--- src/rtl/exc_sequencer_pkg.sv ---
// Shared definitions for the exception sequencer.
//   - MIPS ExcCode values that the pipeline stages report.
//   - The default handler entry PC.
//   - The sequencer FSM state encoding.
//   - The code-merge helper: an older, inherited exception masks a newer one.
package exc_sequencer_pkg;

    localparam logic [4:0] EXC_NONE    = 5'd0;
    localparam logic [4:0] EXC_INT     = 5'd0;
    localparam logic [4:0] EXC_ADEL    = 5'd4;
    localparam logic [4:0] EXC_ADES    = 5'd5;
    localparam logic [4:0] EXC_SYSCALL = 5'd8;
    localparam logic [4:0] EXC_RI      = 5'd10;
    localparam logic [4:0] EXC_OV      = 5'd12;

    localparam logic [31:0] HANDLER_PC_DEF = 32'h0000_4180;

    typedef enum logic {
        ST_RUN   = 1'b0,
        ST_FLUSH = 1'b1
    } state_t;

    // A code carried from an earlier stage belongs to an earlier event of the
    // same instruction, so it takes precedence over the newly detected one.
    function automatic logic [4:0] merge_code(input logic [4:0] inherited,
                                              input logic [4:0] detected);
        return (inherited != EXC_NONE) ? inherited : detected;
    endfunction

endpackage

--- src/rtl/exc_stage_reg.sv ---
// One stage of exception bookkeeping (code, pc, delay-slot flag, valid).
// Ports:
//   clk, reset      - clock, synchronous active-high reset (clears all fields)
//   load            - capture in_code/in_pc/in_bd/in_valid
//   bubble          - capture in_pc/in_bd with code 0 and valid 0 (wins over load)
//   in_*            - next-value inputs
//   code/pc/bd/valid - registered fields
// With neither load nor bubble the stage holds its contents.
module exc_stage_reg (
    input  logic        clk,
    input  logic        reset,
    input  logic        load,
    input  logic        bubble,
    input  logic [4:0]  in_code,
    input  logic [31:0] in_pc,
    input  logic        in_bd,
    input  logic        in_valid,
    output logic [4:0]  code,
    output logic [31:0] pc,
    output logic        bd,
    output logic        valid
);

    always_ff @(posedge clk) begin
        if (reset) begin
            code  <= 5'd0;
            pc    <= 32'd0;
            bd    <= 1'b0;
            valid <= 1'b0;
        end else if (bubble) begin
            // A bubble still carries a PC so an interrupt taken on it gets a sane EPC.
            code  <= 5'd0;
            pc    <= in_pc;
            bd    <= in_bd;
            valid <= 1'b0;
        end else if (load) begin
            code  <= in_code;
            pc    <= in_pc;
            bd    <= in_bd;
            valid <= in_valid;
        end
    end

endmodule

--- src/rtl/exc_sequencer.sv ---
// Exception/interrupt sequencer for the five-stage MIPS core.
// Carries exception code, PC and delay-slot flag for each instruction from F
// to M, presents the oldest pending exception to CP0 in M, and on a CP0
// request (trap) or an eret in M (return) flushes the pipe and redirects fetch.
// Ports:
//   clk, reset                  - clock, synchronous active-high reset
//   stall                       - hazard stall: D holds, bubble into E
//   f_pc, f_exc                 - PC and fetch exception of the F instruction
//   d_exc, d_is_jump            - D-detected code; D holds a jump (F is a delay slot)
//   e_exc, m_exc                - E- and M-detected codes
//   m_eret                      - M holds eret
//   cp0_req, cp0_epc            - CP0 trap request and EPC
//   cp0_exccode/pc/isbd         - exception report for the M instruction
//   cp0_exlclr                  - clear EXL on eret
//   flush_fd/de/em/mw           - pipeline register clears
//   redirect_valid, redirect_pc - next-PC override
module exc_sequencer #(
    parameter logic [31:0] HANDLER_PC = exc_sequencer_pkg::HANDLER_PC_DEF
) (
    input  logic        clk,
    input  logic        reset,
    input  logic        stall,
    input  logic [31:0] f_pc,
    input  logic [4:0]  f_exc,
    input  logic [4:0]  d_exc,
    input  logic        d_is_jump,
    input  logic [4:0]  e_exc,
    input  logic [4:0]  m_exc,
    input  logic        m_eret,
    input  logic        cp0_req,
    input  logic [31:0] cp0_epc,
    output logic [4:0]  cp0_exccode,
    output logic [31:0] cp0_pc,
    output logic        cp0_isbd,
    output logic        cp0_exlclr,
    output logic        flush_fd,
    output logic        flush_de,
    output logic        flush_em,
    output logic        flush_mw,
    output logic        redirect_valid,
    output logic [31:0] redirect_pc
);
    import exc_sequencer_pkg::*;

    state_t state_q, state_d;

    // Stage fields: _p0 = D, _p1 = E, _p2 = M.
    logic [4:0]  code_p0, code_p1, code_p2;
    logic [31:0] pc_p0, pc_p1, pc_p2;
    logic        bd_p0, bd_p1, bd_p2;
    logic        vld_p0, vld_p1, vld_p2;

    logic        d_load, d_bubble, d_bd, d_valid;
    logic        e_load, e_bubble, e_bd, e_valid;
    logic        m_load, m_bubble, m_bd, m_valid;
    logic [4:0]  d_code, e_code, m_code;
    logic [31:0] d_pc, e_pc, m_pc;

    always_ff @(posedge clk) begin
        if (reset) state_q <= ST_RUN;
        else       state_q <= state_d;
    end

    always_comb begin
        state_d        = state_q;
        flush_fd       = 1'b0;
        flush_de       = 1'b0;
        flush_em       = 1'b0;
        flush_mw       = 1'b0;
        cp0_exlclr     = 1'b0;
        redirect_valid = 1'b0;
        redirect_pc    = 32'd0;

        // Normal advance with the code-merge rule applied at each boundary.
        d_load = 1'b1; d_bubble = 1'b0;
        d_code = f_exc; d_pc = f_pc; d_bd = d_is_jump; d_valid = 1'b1;
        e_load = 1'b1; e_bubble = 1'b0;
        e_code = merge_code(code_p0, d_exc); e_pc = pc_p0; e_bd = bd_p0; e_valid = vld_p0;
        m_load = 1'b1; m_bubble = 1'b0;
        m_code = merge_code(code_p1, e_exc); m_pc = pc_p1; m_bd = bd_p1; m_valid = vld_p1;

        if (reset) begin
            // Reset wins over everything; stage registers clear themselves.
        end else if (cp0_req) begin
            // Trap: serviced in RUN and in FLUSH (late interrupt).
            flush_fd = 1'b1; flush_de = 1'b1; flush_em = 1'b1; flush_mw = 1'b1;
            redirect_valid = 1'b1;
            redirect_pc    = HANDLER_PC;
            d_bubble = 1'b1; d_pc = HANDLER_PC; d_bd = 1'b0;
            e_bubble = 1'b1; e_pc = HANDLER_PC; e_bd = 1'b0;
            m_bubble = 1'b1; m_pc = HANDLER_PC; m_bd = 1'b0;
            state_d  = ST_FLUSH;
        end else if (state_q == ST_FLUSH) begin
            // Every stage holds a bubble, so stall, eret and detected codes are
            // meaningless this cycle; only the refetched F instruction enters D.
            d_code  = EXC_NONE;
            d_bd    = 1'b0;
            e_code  = code_p0;
            m_code  = code_p1;
            state_d = ST_RUN;
        end else if (m_eret && vld_p2) begin
            // Return: eret itself retires, so M/W is not flushed.
            cp0_exlclr = 1'b1;
            flush_fd = 1'b1; flush_de = 1'b1; flush_em = 1'b1;
            redirect_valid = 1'b1;
            redirect_pc    = cp0_epc;
            d_bubble = 1'b1; d_pc = cp0_epc; d_bd = 1'b0;
            e_bubble = 1'b1; e_pc = cp0_epc; e_bd = 1'b0;
            m_bubble = 1'b1; m_pc = cp0_epc; m_bd = 1'b0;
            state_d  = ST_FLUSH;
        end else if (stall) begin
            // D holds; E takes a bubble tagged with D's PC/BD.
            d_load   = 1'b0;
            e_bubble = 1'b1;
        end
    end

    // ---- F -> D boundary ----
    exc_stage_reg u_stage_d (
        .clk(clk), .reset(reset), .load(d_load), .bubble(d_bubble),
        .in_code(d_code), .in_pc(d_pc), .in_bd(d_bd), .in_valid(d_valid),
        .code(code_p0), .pc(pc_p0), .bd(bd_p0), .valid(vld_p0)
    );

    // ---- D -> E boundary ----
    exc_stage_reg u_stage_e (
        .clk(clk), .reset(reset), .load(e_load), .bubble(e_bubble),
        .in_code(e_code), .in_pc(e_pc), .in_bd(e_bd), .in_valid(e_valid),
        .code(code_p1), .pc(pc_p1), .bd(bd_p1), .valid(vld_p1)
    );

    // ---- E -> M boundary ----
    exc_stage_reg u_stage_m (
        .clk(clk), .reset(reset), .load(m_load), .bubble(m_bubble),
        .in_code(m_code), .in_pc(m_pc), .in_bd(m_bd), .in_valid(m_valid),
        .code(code_p2), .pc(pc_p2), .bd(bd_p2), .valid(vld_p2)
    );

    // ---- M -> CP0 ----
    assign cp0_pc      = pc_p2;
    assign cp0_isbd    = bd_p2;
    assign cp0_exccode = (state_q == ST_RUN && vld_p2) ? merge_code(code_p2, m_exc) : EXC_NONE;

endmodule

--- config.mk ---
export PLATFORM = sky130hd
export DESIGN_NAME = exc_sequencer
export DESIGN_NICKNAME = d
export VERILOG_FILES = /design/src/rtl/exc_sequencer_pkg.sv /design/src/rtl/exc_stage_reg.sv /design/src/rtl/exc_sequencer.sv
export SDC_FILE = /design/constraint.sdc
export NUM_CORES = 1
export LEC_CHECK = 0
export BUFFER_PORTS_ARGS = -buffer_cell sky130_fd_sc_hd__buf_2
export CORE_ASPECT_RATIO = 0.5
export CORE_MARGIN = 5
export CORE_UTILIZATION = 30
export CTS_BUF_LIST = sky130_fd_sc_hd__clkbuf_2
export DETAILED_ROUTE_END_ITERATION = 8
export REMOVE_ABC_BUFFERS = 1
export SYNTH_ARGS = -nofsm -noshare
export SYNTH_HDL_FRONTEND = slang
export SYNTH_SLANG_ARGS = --single-unit
--- constraint.sdc ---
create_clock -name clk -period 2 [get_ports clk]
set_clock_uncertainty 0.15 [all_clocks]
set_input_delay 0.5 -clock clk [delete_from_list [all_inputs] [get_ports clk]]
set_output_delay 0.5 -clock clk [all_outputs]
set_load 0.1 [all_outputs]
==> results.toml <==
[run_status]
outcome = "complete, but fails checks"
violations = "negative setup slack"

[route]
ant_nets = 0
wl_per_cell_um = 15.7
vias = 4647
drt-initial-drc-count = 248
firstDrtPassIters = 4
drcViolationCount = 0
routed_wirelength_mm = 15.5
viasPerCell = 4.72

[pwr]
p_clk_share_pct = 32.4
p_seq_share_pct = 51.5
p_per_area_nw_per_um2 = 589
p_leak_nw = 3.48
p_int_mw = 3.46
irDropWorstVdd_mv = 0.245
fin_total_pwr_mw = 4.79
combPwrFrac_pct = 16.1
swShare_pct = 27.7
power_switching_mw = 1.32

[global_route]
grt_max_degree = 61
first_global_vias = 4655
grt_remaining_overflow = 0
grt_pass1_wl_mm = 23.3
grt_use_total_pct = 16.6
antenna_found_initial = 0

[logic_synthesis]
ys_seq_elements = 118
synth_cell_types = 31
syn_inst = 497
syn-cell-area_um2 = 4500
yosys_warnings = 0
seq_area_frac_synth_pct = 52.5
syn_avg_cell_area_um2 = 9.05

[timing]
rsz0062_at_grt = "true"
hold_violations = 0
maxSlewViolCount = 0
finalSetupViolations = 42
period_share_pct = 131
worst_slack_ps = -626
clock.fmax_ghz = 0.381
slew_headroom_pct = 53.5
worst_slew_pin_slew_ps = 691
period_minus_slack_ps = 2630

[critical_path]
cp.required_ps = 1350
crit_buf_inv = 3
crit-reg2reg-launch = "state_q"
crit_slowest_cell = "dfxtp_2"
critPathKind = "flop to primary output"
path_delay_family = "simple AND/OR/NAND/NOR gates"
crit_start = "state_q"
worstPathCellList = "and3b_2 -> buf_12 -> clkbuf_16 -> and3_4 -> buf_12"
slowest_delay_ps = 360
cp-end-kind = "primary output"
start_kind = "flop"
path_max_fanout = 6
arrival_ps = 1980
path_common_cell = "buf_12"

[floorplan]
io-pin-count = 166
coreArea_um2 = 14600
die-area_um2 = 17700
num_rows = 31
die_y_um = 96.6
start_util_pct = 30.9
die_width_um = 183

[place]
dp_hpwl_mm = 9.45
place.gp.congestion = 0.786
port_buffers = 165

[final_layout]
multi_input_area_um2 = 2200
seq_area_um2 = 2370
fin_util_pct = 55.7
drive_gt1_share_pct = 38.8
n_fill_cell = 1294
syn_to_final_growth_pct = 80.5
fin_nets = 863

[hold_path]
hold_class = "input pin to flop"
worstHoldStart = "cp0_epc[7]"

[clock_network]
clk_pin_slew_ps = 190
cts-root-buf = "clkbuf_2"
clock_path_buffers = 2
worstSkewPairLatency_ps = 650
cts_made_buffers = 17
cts_tree = "built"
cts_num_sinks = 118
htree_levels = 4

[run]
maxCapViolCount = 0
-- sequential cells by signal (all words and copies together) (netlist names) --
name and cells:
u_stage_d.pc 32, u_stage_e.pc 32, u_stage_m.pc 32, u_stage_d.code 5, u_stage_e.code 5, u_stage_m.code 5, state_q 1, u_stage_d.bd 1
u_stage_d.valid 1, u_stage_e.bd 1, u_stage_e.valid 1, u_stage_m.bd 1, u_stage_m.valid 1
-- logic make-up (layout without fill, tap and decap cells) --
kind of cell	Yosys count	count (layout)	synth area share, %
buffers and inverters	46	335	5.12
multiplexers	30	30	6.67
AO/OA/AOI/OAI	128	128	18.3
AND/OR/NAND/NOR	175	175	17.4
flip-flops	118	118	52.5
other	0	1	0
-- what timing repair did --
item                                   CTS  global route
hold buffers                            78             0
setup buffers                            8             6
endpoints found under the hold margin  106             0
gates resized for setup                 93            43
pin swaps                               27            17
setup endpoints to repair               75            62
cloned                                   2             1
-- area by class of cell --
type	count	area share, %
Timing Repair Buffer	300	37.7
Sequential cell	118	29.2
Multi-Input combinational cell	333	27.1
Tap cell	198	3.05
Clock inverter	14	1.73
Clock buffer	18	1.11
Inverter	3	0.139
Antenna cell	1	0.0308
-- routing by layer --
| layer | wire (um) | vias to the layer above | global-route usage [%] |
|---|---|---|---|
| met2 | 8110 | 91 | 30.7 |
| met4 | 258 | 0 | 6.07 |
| li1 | - | 2309 | - |
| met5 | 0 | - | 0 |
| met3 | 563 | 22 | 4.15 |
| met1 | 6530 | 2225 | 19.0 |
-- power groups by stage --
stage | Clock [mW] | Combinational (mW) | Sequential [mW]
final | 1.55 | 0.771 | 2.47
after global routing | 1.69 | 0.827 | 2.47
after CTS | 1.60 | 0.732 | 2.46
after detailed placement | 0 | 0.564 | 2.51
after global placement | 0 | 0.557 | 2.51
after floorplan | 0 | 0.244 | 2.56
-- worst reg2reg max path, stage by stage (launching register included) --
cell and delay [ps]:
dfxtp_2 370, and3b_2 250, buf_12 160, buf_16 140, buf_4 140, a211o_1 370, o2bb2ai_1 160
-- stage by stage --
| stage | hold WS (ps) | TNS (ps) | worst slack (ps) | instance area [um^2] | std cells |
|---|---|---|---|---|---|
| final | 118 | -24490 | -626 | 8120 | 985 |
| after global routing | 59.8 | -28810 | -727 | 8120 | 984 |
| after CTS | 30.4 | -26750 | -680 | 7860 | 977 |
| after detailed placement | 281 | -5680 | -192 | 6370 | 858 |
| after global placement | 270 | -4600 | -151 | 6370 | 858 |
| after floorplan | 266 | -241730 | -5310 | 4280 | 454 |
-- Yosys cell counts --
cell type	number	share of area, %
nand2_1	99	8.3
nor2_2	1	0.14
buf_6	3	0.75
nor3_1	5	0.56
or3b_1	1	0.19
dfxtp_1	118	53
a211o_1	1	0.19
o211ai_1	4	0.67
nand2b_1	2	0.28
o2bb2ai_1	30	5.8
nor2_1	24	2.0
nor4_1	2	0.28
nand3b_1	1	0.17
buf_4	6	1.0
nor3b_1	1	0.17
inv_1	3	0.25
and3_1	32	4.4
o21ai_2	1	0.19
mux2i_1	30	6.7
and3b_1	1	0.19
nor2b_1	1	0.14
buf_2	10	1.1
buf_1	4	0.33
or2_2	1	0.14
a311oi_1	3	0.58
a31oi_1	7	0.97
a21o_1	1	0.17
nand3_1	4	0.44
a41oi_1	8	1.6
clkbuf_1	20	1.7
a21oi_1	73	8.1
-- final timing paths --
path / depth (start not counted) / endpoint / slack [ps]
setup / recovery: 5 / redirect_pc[5] / -630
hold / removal: 4 / u_stage_m.pc[7] / 120
setup reg to reg: 6 / u_stage_d.code[0] / 190
hold reg to reg: 2 / u_stage_m.pc[14] / 280
-- cells in the final DEF (no fill, tap or decap), drive strengths merged, types with 7 or more instances in the layout --
master,synthesis,layout
a21oi,73,73
a31oi,7,7
a41oi,8,8
and3,32,32
buf,23,221
clkbuf,20,19
clkinv,0,11
dfxtp,118,118
dlygate4sd3,0,78
mux2i,30,30
nand2,99,99
nor2,25,25
o2bb2ai,30,30
Power figures use the tool's default switching activity.
